==> src/rtl/spi_master_interface_pkg.sv <==
// Shared constants, command/state encodings and frame payload type for the SPI master.
package spi_master_interface_pkg;

  localparam int unsigned ADDR_SIZE  = 8;
  localparam int unsigned CMD_W      = 2;
  localparam int unsigned FRAME_SIZE = CMD_W + ADDR_SIZE;
  localparam int unsigned HOLD_CYC   = 2;
  localparam int unsigned RD_LATENCY = 3;
  localparam int unsigned GAP_CYC    = 1;
  localparam int unsigned RX_BITS    = ADDR_SIZE;

  // Larger of two counts, used to size the shared bit counter.
  function automatic int unsigned max2(input int unsigned a, input int unsigned b);
    return (a > b) ? a : b;
  endfunction

  localparam int unsigned CNT_MAX = max2(max2(FRAME_SIZE, RD_LATENCY),
                                         max2(max2(RX_BITS, HOLD_CYC), GAP_CYC));
  localparam int unsigned CNT_W   = $clog2(CNT_MAX + 1);

  typedef enum logic [CMD_W-1:0] {
    CMD_WR_ADDR = 2'b00,
    CMD_WR_DATA = 2'b01,
    CMD_RD_ADDR = 2'b10,
    CMD_RD_DATA = 2'b11
  } cmd_e;

  typedef enum logic [2:0] {
    ST_IDLE,
    ST_SEL,
    ST_CMD,
    ST_SHIFT,
    ST_HOLD,
    ST_WAIT,
    ST_RECV,
    ST_GAP
  } state_e;

  // Bits shifted after the command-check bit, MSB first.
  typedef struct packed {
    cmd_e                 cmd;
    logic [ADDR_SIZE-1:0] payload;
  } frame_t;

endpackage

==> src/rtl/spi_master_interface_if.sv <==
// Host handshake plus SPI pins of the master; master modport faces the DUT.
interface spi_master_interface_if;
  import spi_master_interface_pkg::*;

  logic                 cmd_valid;
  logic                 cmd_ready;
  logic [CMD_W-1:0]     cmd;
  logic [ADDR_SIZE-1:0] payload;
  logic                 rd_valid;
  logic [RX_BITS-1:0]   rd_data;
  logic                 seq_err;
  logic                 SS_n;
  logic                 MOSI;
  logic                 MISO;

  modport master (
    input  cmd_valid, cmd, payload, MISO,
    output cmd_ready, rd_valid, rd_data, seq_err, SS_n, MOSI
  );

  modport slave (
    output cmd_valid, cmd, payload, MISO,
    input  cmd_ready, rd_valid, rd_data, seq_err, SS_n, MOSI
  );

endinterface

==> src/rtl/spi_master_interface_bit_shifter.sv <==
// MOSI parallel-load shifter, MISO capture register and the shared down-counter.
module spi_master_interface_bit_shifter
  import spi_master_interface_pkg::*;
(
  input  logic               clk,
  input  logic               rst,
  input  logic               load_i,
  input  frame_t             frame_i,
  input  logic               shift_i,
  input  logic               capture_i,
  input  logic               miso_i,
  input  logic               cnt_load_i,
  input  logic [CNT_W-1:0]   cnt_val_i,
  output logic               tx_msb_o,
  output logic [CNT_W-1:0]   cnt_o,
  output logic [RX_BITS-1:0] rx_next_c
);

  logic [FRAME_SIZE-1:0] tx_q;
  logic [RX_BITS-2:0]    rx_q;
  logic [CNT_W-1:0]      cnt_q;

  // Transmit register: load on accept, shift left once per MOSI bit.
  always_ff @(posedge clk) begin
    if (rst) begin
      tx_q <= '0;
    end else if (load_i) begin
      tx_q <= frame_i;
    end else if (shift_i) begin
      tx_q <= {tx_q[FRAME_SIZE-2:0], 1'b0};
    end
  end

  // Receive register keeps the first seven bits; the eighth comes straight from MISO.
  always_ff @(posedge clk) begin
    if (rst) begin
      rx_q <= '0;
    end else if (capture_i) begin
      rx_q <= {rx_q[RX_BITS-3:0], miso_i};
    end
  end

  // Down-counter loaded with (cycles-1) on state entry; parks at zero.
  always_ff @(posedge clk) begin
    if (rst) begin
      cnt_q <= '0;
    end else if (cnt_load_i) begin
      cnt_q <= cnt_val_i;
    end else if (cnt_q != '0) begin
      cnt_q <= cnt_q - CNT_W'(1);
    end
  end

  assign tx_msb_o  = tx_q[FRAME_SIZE-1];
  assign cnt_o     = cnt_q;
  assign rx_next_c = {rx_q, miso_i};

endmodule

==> src/rtl/spi_master_interface.sv <==
// SPI master: one host command per frame, MSB-first on MOSI, 8-bit read-back on MISO.
module spi_master_interface
  import spi_master_interface_pkg::*;
(
  input  logic                   clk,
  input  logic                   rst,
  spi_master_interface_if.master bus
);

  state_e             state_q, state_d;
  cmd_e               cmd_q, cmd_d;
  logic               rd_armed_q, rd_armed_d;
  logic               ss_n_q, ss_n_d;
  logic               mosi_q, mosi_d;
  logic               cmd_ready_q, cmd_ready_d;
  logic               rd_valid_q, rd_valid_d;
  logic [RX_BITS-1:0] rd_data_q, rd_data_d;
  logic               seq_err_q, seq_err_d;

  logic               load_en;
  logic               shift_en;
  logic               capture_en;
  logic               cnt_load;
  logic [CNT_W-1:0]   cnt_val;
  logic               tx_msb;
  logic [CNT_W-1:0]   cnt;
  logic [RX_BITS-1:0] rx_next;
  logic               cnt_done;
  frame_t             acc_frame;

  assign acc_frame.cmd     = cmd_e'(bus.cmd);
  assign acc_frame.payload = bus.payload;
  assign cnt_done          = (cnt == '0);

  spi_master_interface_bit_shifter u_shifter (
    .clk        (clk),
    .rst        (rst),
    .load_i     (load_en),
    .frame_i    (acc_frame),
    .shift_i    (shift_en),
    .capture_i  (capture_en),
    .miso_i     (bus.MISO),
    .cnt_load_i (cnt_load),
    .cnt_val_i  (cnt_val),
    .tx_msb_o   (tx_msb),
    .cnt_o      (cnt),
    .rx_next_c  (rx_next)
  );

  // State and registered outputs; outputs are decoded from the next state so they align with it.
  always_ff @(posedge clk) begin
    if (rst) begin
      state_q     <= ST_IDLE;
      cmd_q       <= CMD_WR_ADDR;
      rd_armed_q  <= 1'b0;
      ss_n_q      <= 1'b1;
      mosi_q      <= 1'b0;
      cmd_ready_q <= 1'b0;
      rd_valid_q  <= 1'b0;
      rd_data_q   <= '0;
      seq_err_q   <= 1'b0;
    end else begin
      state_q     <= state_d;
      cmd_q       <= cmd_d;
      rd_armed_q  <= rd_armed_d;
      ss_n_q      <= ss_n_d;
      mosi_q      <= mosi_d;
      cmd_ready_q <= cmd_ready_d;
      rd_valid_q  <= rd_valid_d;
      rd_data_q   <= rd_data_d;
      seq_err_q   <= seq_err_d;
    end
  end

  // Next-state, shifter control and next output values.
  always_comb begin
    state_d     = state_q;
    cmd_d       = cmd_q;
    rd_armed_d  = rd_armed_q;
    rd_valid_d  = 1'b0;
    rd_data_d   = rd_data_q;
    seq_err_d   = 1'b0;
    load_en     = 1'b0;
    capture_en  = 1'b0;
    cnt_load    = 1'b0;
    cnt_val     = '0;

    unique case (state_q)
      ST_IDLE: begin
        if (bus.cmd_valid && cmd_ready_q) begin
          state_d   = ST_SEL;
          load_en   = 1'b1;
          cmd_d     = cmd_e'(bus.cmd);
          seq_err_d = (cmd_e'(bus.cmd) == CMD_RD_DATA) && !rd_armed_q;
        end
      end
      ST_SEL: begin
        state_d = ST_CMD;
      end
      ST_CMD: begin
        state_d  = ST_SHIFT;
        cnt_load = 1'b1;
        cnt_val  = CNT_W'(FRAME_SIZE - 1);
      end
      ST_SHIFT: begin
        if (cnt_done) begin
          cnt_load = 1'b1;
          if (cmd_q == CMD_RD_DATA) begin
            state_d = ST_WAIT;
            cnt_val = CNT_W'(RD_LATENCY - 1);
          end else begin
            state_d = ST_HOLD;
            cnt_val = CNT_W'(HOLD_CYC - 1);
          end
        end
      end
      ST_HOLD: begin
        if (cnt_done) begin
          state_d  = ST_GAP;
          cnt_load = 1'b1;
          cnt_val  = CNT_W'(GAP_CYC - 1);
          if (cmd_q == CMD_RD_ADDR) begin
            rd_armed_d = 1'b1;
          end
        end
      end
      ST_WAIT: begin
        if (cnt_done) begin
          state_d  = ST_RECV;
          cnt_load = 1'b1;
          cnt_val  = CNT_W'(RX_BITS - 1);
        end
      end
      ST_RECV: begin
        capture_en = 1'b1;
        if (cnt_done) begin
          state_d    = ST_GAP;
          cnt_load   = 1'b1;
          cnt_val    = CNT_W'(GAP_CYC - 1);
          rd_data_d  = rx_next;
          rd_valid_d = 1'b1;
          rd_armed_d = 1'b0;
        end
      end
      ST_GAP: begin
        if (cnt_done) begin
          state_d = ST_IDLE;
        end
      end
      default: begin
        state_d = ST_IDLE;
      end
    endcase

    ss_n_d      = (state_d == ST_IDLE) || (state_d == ST_GAP);
    cmd_ready_d = (state_d == ST_IDLE);
    shift_en    = (state_d == ST_SHIFT);
    mosi_d      = ((state_d == ST_CMD) || (state_d == ST_SHIFT)) ? tx_msb : 1'b0;
  end

  assign bus.SS_n      = ss_n_q;
  assign bus.MOSI      = mosi_q;
  assign bus.cmd_ready = cmd_ready_q;
  assign bus.rd_valid  = rd_valid_q;
  assign bus.rd_data   = rd_data_q;
  assign bus.seq_err   = seq_err_q;

endmodule

==> src/flat_wrapper.sv <==
// flat-port wrapper written by rule: the top's interface ports become plain ports
module spi_master_interface_flat import spi_master_interface_pkg::*;
  (clk, rst, bus_cmd_valid, bus_cmd, bus_payload, bus_MISO, bus_cmd_ready, bus_rd_valid, bus_rd_data, bus_seq_err, bus_SS_n, bus_MOSI);
  spi_master_interface_if bus_i ();
  input  logic clk;
  input  logic rst;
  input wire logic [$bits(bus_i.cmd_valid)-1:0] bus_cmd_valid;
  input wire logic [$bits(bus_i.cmd)-1:0] bus_cmd;
  input wire logic [$bits(bus_i.payload)-1:0] bus_payload;
  input wire logic [$bits(bus_i.MISO)-1:0] bus_MISO;
  output wire logic [$bits(bus_i.cmd_ready)-1:0] bus_cmd_ready;
  output wire logic [$bits(bus_i.rd_valid)-1:0] bus_rd_valid;
  output wire logic [$bits(bus_i.rd_data)-1:0] bus_rd_data;
  output wire logic [$bits(bus_i.seq_err)-1:0] bus_seq_err;
  output wire logic [$bits(bus_i.SS_n)-1:0] bus_SS_n;
  output wire logic [$bits(bus_i.MOSI)-1:0] bus_MOSI;
  assign bus_i.cmd_valid = bus_cmd_valid;
  assign bus_i.cmd = bus_cmd;
  assign bus_i.payload = bus_payload;
  assign bus_i.MISO = bus_MISO;
  assign bus_cmd_ready = bus_i.cmd_ready;
  assign bus_rd_valid = bus_i.rd_valid;
  assign bus_rd_data = bus_i.rd_data;
  assign bus_seq_err = bus_i.seq_err;
  assign bus_SS_n = bus_i.SS_n;
  assign bus_MOSI = bus_i.MOSI;
  spi_master_interface u_core (.clk(clk), .rst(rst), .bus(bus_i));
endmodule
==> config.mk <==
export PLATFORM = sky130hd
export DESIGN_NAME = spi_master_interface_flat
export DESIGN_NICKNAME = d
export VERILOG_FILES = /design/src/rtl/spi_master_interface_pkg.sv /design/src/rtl/spi_master_interface_if.sv /design/src/rtl/spi_master_interface_bit_shifter.sv /design/src/rtl/spi_master_interface.sv /design/src/flat_wrapper.sv
export SDC_FILE = /design/constraint.sdc
export NUM_CORES = 1
export LEC_CHECK = 0
export CAP_MARGIN = 15
export CORE_AREA = 2 2 52 79
export CTS_CLUSTER_SIZE = 28
export DETAILED_ROUTE_END_ITERATION = 10
export DIE_AREA = 0 0 54 81
export PLACE_DENSITY_LB_ADDON = 0.12
export RECOVER_POWER = 100
export SLEW_MARGIN = 20
export SYNTH_ARGS = -nofsm -noshare
export SYNTH_HDL_FRONTEND = slang
export SYNTH_SLANG_ARGS = --single-unit
==> constraint.sdc <==
create_clock -name clk -period 1.7 [get_ports clk]
set_input_delay 0.255 -clock clk [delete_from_list [all_inputs] [get_ports clk]]
set_output_delay 0.255 -clock clk [all_outputs]
set_load 0.01 [all_outputs]
==> qor.csv <==
stage;metric;value;unit
synth;proportion of synthesized chip area in sequential cells;0.422;
setup_path;cell depth of the worst flop-to-flop path;6;
layout;number of nets in the layout;266;
placed_design;port buffer count;26;
setup_path;Worst R2R Start;u_core.u_shifter.cnt_o[0];
synth;dominant register cell in the synthesized netlist;sky130_fd_sc_hd__dfxtp_1;
layout;total inserted antenna cells;0;
route;total detailed-routing wirelength;4.81;mm
die;Top Ports;27;
power;internal power contribution;2.01;mW
die;x dimension of the die;54;um
cts;root buf cell;sky130_fd_sc_hd__clkbuf_8;
cts;buffer depth of the longest clock path;2;
sta;Final Slew Violations;0;
setup_path;critical path startpoint category;flop;
power;clock network fraction of total power;0.276;
power;areal power density over the cells;1290;nW/um2
die;Vert. Die Dim;81;um
route;DRT iter0 DRCs;65;
sta;maximum clock frequency;0.622;GHz
cts;total number of H-tree levels;2;
sta;endpoints failing hold;0;
setup_path;Setup CP Type;reg2reg;
synth;Avg Cell Area, Syn;8.40;um2
sta;worst slew margin relative to its limit;0.644;
route;via density per instance;6.10;
die;cell row count;28;
placed_design;Inst Count DP;289;
setup_path;Setup crit end;u_core.rd_armed_q;
global_routing;vias in the first global route;1687;
setup_path;Critical Path Fanout Max;16;
setup_path;startpoint of the most critical setup path;u_core.u_shifter.cnt_o[0];
layout;non-filler instance count after layout;297;
cts;clock slew seen by the registers of the worst setup and hold paths;0.07;ns
synth;area share of the largest cell type after synthesis;0.422;
route;remaining antenna violation count after routing;0;
status;run status;complete, no violations;
worst_hold_path;class of the tightest hold or removal check;reg2reg;
layout;share of cells above drive strength 1;0.131;
die;initial core utilization;0.502;
global_routing;first-pass GRT wire length;7.65;mm
global_routing;residual overflow from global routing;0;
synth;top cells by area in the synthesized netlist;sky130_fd_sc_hd__dfxtp_1 42%, sky130_fd_sc_hd__a21oi_1 6.3%, sky130_fd_sc_hd__o21ai_1 4.7%;
cts;CTS tree;done;
cts;total CTS buffers;5;
layout;number of fillers in the final layout;347;
sta;Final Worst Setup Slack;0.0924;ns
synth;number of flops mapped to enable cells by yosys;0;
global_routing;Top Usage Layer GRT;met2;
synth;Cells after Synth;226;
cts;clock insertion delay at the later pin of the skew report;0.30;ns
synth;post-synthesis net count;241;
route;overall via count from detail_route;1812;
power;net switching fraction of the power;0.343;
cts;sinks on the clock net;40;
setup_path;endpoint of the worst-slack reg-to-reg timing path;u_core.rd_armed_q;
setup_path;worst endpoint required time;1.95;ns
global_routing;antenna violations before repair;0;
power;sequential cell fraction of total power;0.387;
placed_design;worst slack at placement;-0.0118;ns
die;Core ar.;3780;um2
synth;leading cell type by number of instances after synthesis;sky130_fd_sc_hd__dfxtp_1;
layout;Layout area overhead;24.3;%
sta;worst setup skew after layout;0.00594;ns
setup_path;Data arrival, critical path;1.86;ns
global_routing;global-route met3 utilization;0.0533;
cts;Post CTS Setup Buffer Count;0;
power;net switching power figure;1.05;mW
placed_design;HPWL after detailed placement;3.34;mm
global_routing;overall global routing resource usage;0.240;
power;Worst VDD drop;0.982;mV
sta;final setup vio count;0;
power;static leakage;0.806;nW
synth;total number of yosys warnings;0;
sta;unrepaired setup endpoints after global routing;no;
synth;library cell with the largest summed area after synthesis;sky130_fd_sc_hd__dfxtp_1;
synth;number of library cell types mapped by synthesis;50;
sta;post-route fraction of the period consumed by the critical path;0.946;
sta;worst slew pin tran;0.532;ns
setup_path;R2R setup slack;0.09;ns
global_routing;largest net degree at the start of global routing;17;
route;number of search-and-repair iterations in the first detailed-routing pass;4;
synth;ys async rst share;0;
synth;combined area of all synthesized cells;1900;um2
global_routing;met2 capacity usage during global routing;0.439;
placed_design;last weighted congestion value of the routability-driven placer;0.780;
synth;number of storage elements in the synthesis netlist;40;
sta;final critical-path required period;1.61;ns
cts;number of cells upsized or downsized after cts;1;
route;DRC errors left;0;
cts;hold_buf cts;0;
synth;top cells by count, synth;40 x sky130_fd_sc_hd__dfxtp_1, 24 x sky130_fd_sc_hd__a21oi_1, 20 x sky130_fd_sc_hd__nand2_1, 18 x sky130_fd_sc_hd__o21ai_1;
job;total of max-cap violations;0;
global_routing;global-route track usage on met1;0.258;
setup_path;Critical Path Sink Type;flop;
die;Die Area;4370;um2
route;average wire per cell in the routed design;16.2;um
power;combinational power share;0.337;
## worst max-delay path, cell delays in order (launching register included)
cell	delay [ns]
sky130_fd_sc_hd__dfxtp_1	0.34
sky130_fd_sc_hd__inv_2	0.10
sky130_fd_sc_hd__ha_4	0.17
sky130_fd_sc_hd__or3b_1	0.36
sky130_fd_sc_hd__buf_4	0.21
sky130_fd_sc_hd__nor4_1	0.24
sky130_fd_sc_hd__o21a_1	0.13
## layout make-up
cell class / count / area, um2 / share of cell area
repair buffers: 42 / 380 / 0.161
inverters: 5 / 18.8 / 0.00795
clock inverters: 1 / 30.0 / 0.0127
multi-input cells: 157 / 978 / 0.414
clock buffers: 7 / 96.3 / 0.0408
flip-flops and latches: 40 / 801 / 0.339
well taps: 45 / 56.3 / 0.0238
## routing by layer
| metal | wire, um | vias up | share of wire |
|---|---|---|---|
| li1 | - | 890 | - |
| met1 | 1930 | 877 | 0.40 |
| met2 | 2600 | 39 | 0.54 |
| met3 | 203 | 6 | 0.042 |
| met4 | 74 | 0 | 0.015 |
| met5 | 0 | - | 0 |
## power groups by stage
stage | combinational [mW] | sequential (mW) | clock, mW
final | 1.03 | 1.18 | 0.842
after global routing | 1.12 | 1.19 | 0.893
after CTS | 0.977 | 1.17 | 0.853
after detailed placement | 0.963 | 1.19 | 0
after global placement | 0.937 | 1.18 | 0
after floorplan | 0.747 | 1.15 | 0
## cell usage in the layout (no fill, tap or decap), types with 2 or more instances in the layout
cell type	Yosys	final
sky130_fd_sc_hd__nor3_1	12	12
sky130_fd_sc_hd__buf_4	5	16
sky130_fd_sc_hd__inv_1	4	3
sky130_fd_sc_hd__o21a_1	2	2
sky130_fd_sc_hd__clkbuf_8	0	7
sky130_fd_sc_hd__nor4_1	2	2
sky130_fd_sc_hd__dfxtp_1	40	40
sky130_fd_sc_hd__inv_2	1	2
sky130_fd_sc_hd__nand2_1	20	20
sky130_fd_sc_hd__a21oi_1	24	24
sky130_fd_sc_hd__dlygate4sd3_1	0	13
sky130_fd_sc_hd__nand3_1	11	11
sky130_fd_sc_hd__o21ai_1	18	15
sky130_fd_sc_hd__nand3b_1	2	2
sky130_fd_sc_hd__a31oi_1	2	2
sky130_fd_sc_hd__o32ai_1	2	2
sky130_fd_sc_hd__nor2_1	5	5
sky130_fd_sc_hd__nand2b_1	4	4
sky130_fd_sc_hd__a311oi_1	10	10
sky130_fd_sc_hd__nand4_1	12	12
sky130_fd_sc_hd__o21ai_0	4	7
sky130_fd_sc_hd__clkdlybuf4s50_1	0	13
sky130_fd_sc_hd__nor2b_1	2	2
## metrics by stage
stage	instance area [um2]	setup TNS [ns]	total power [mW]	util	hold slack, ns
2_1_floorplan	1900	0	1.90	-	0.374
3_3_place_gp	2210	0	2.12	0.583	0.421
3_5_place_dp	2210	-0.0118	2.16	0.583	0.420
4_1_cts	2330	0	3.00	0.617	0.433
5_1_grt	2360	0	3.21	0.624	0.453
6_report	2360	0	3.05	0.624	0.431
## cell families after synthesis
family | share of synthesized area
simple gates | 0.250
buf+inv | 0.0784
flops | 0.422
mux | 0.00527
fa+ha+maj | 0.00659
compound gates | 0.238
## how the worst min path moves through the flow
stage	start	slack, ns	end	cells past startpoint
after CTS	u_core.rd_armed_q	0.43	u_core.bus.seq_err	1
after global routing	u_core.rd_armed_q	0.45	u_core.bus.seq_err	1
after floorplan	bus_cmd[1]	0.37	u_core.bus.seq_err	2
final	u_core.rd_armed_q	0.43	u_core.bus.seq_err	1
after detailed placement	u_core.rd_armed_q	0.42	u_core.bus.seq_err	1
after global placement	u_core.rd_armed_q	0.42	u_core.bus.seq_err	1
## flip-flops by register name, indices dropped and copies added, names as in the netlist
| register | flops |
|---|---|
| u_core.bus.cmd_ready | 1 |
| u_core.u_shifter.rx_q | 7 |
| u_core.bus.rd_data | 8 |
| u_core.u_shifter.tx_q | 10 |
| u_core.cmd_q | 2 |
| u_core.rd_armed_q | 1 |
| u_core.bus.SS_n | 1 |
| u_core.u_shifter.cnt_o | 4 |
| u_core.bus.rd_valid | 1 |
| u_core.bus.seq_err | 1 |
| u_core.state_q | 3 |
| u_core.bus.MOSI | 1 |
Power figures use the tool's default switching activity.
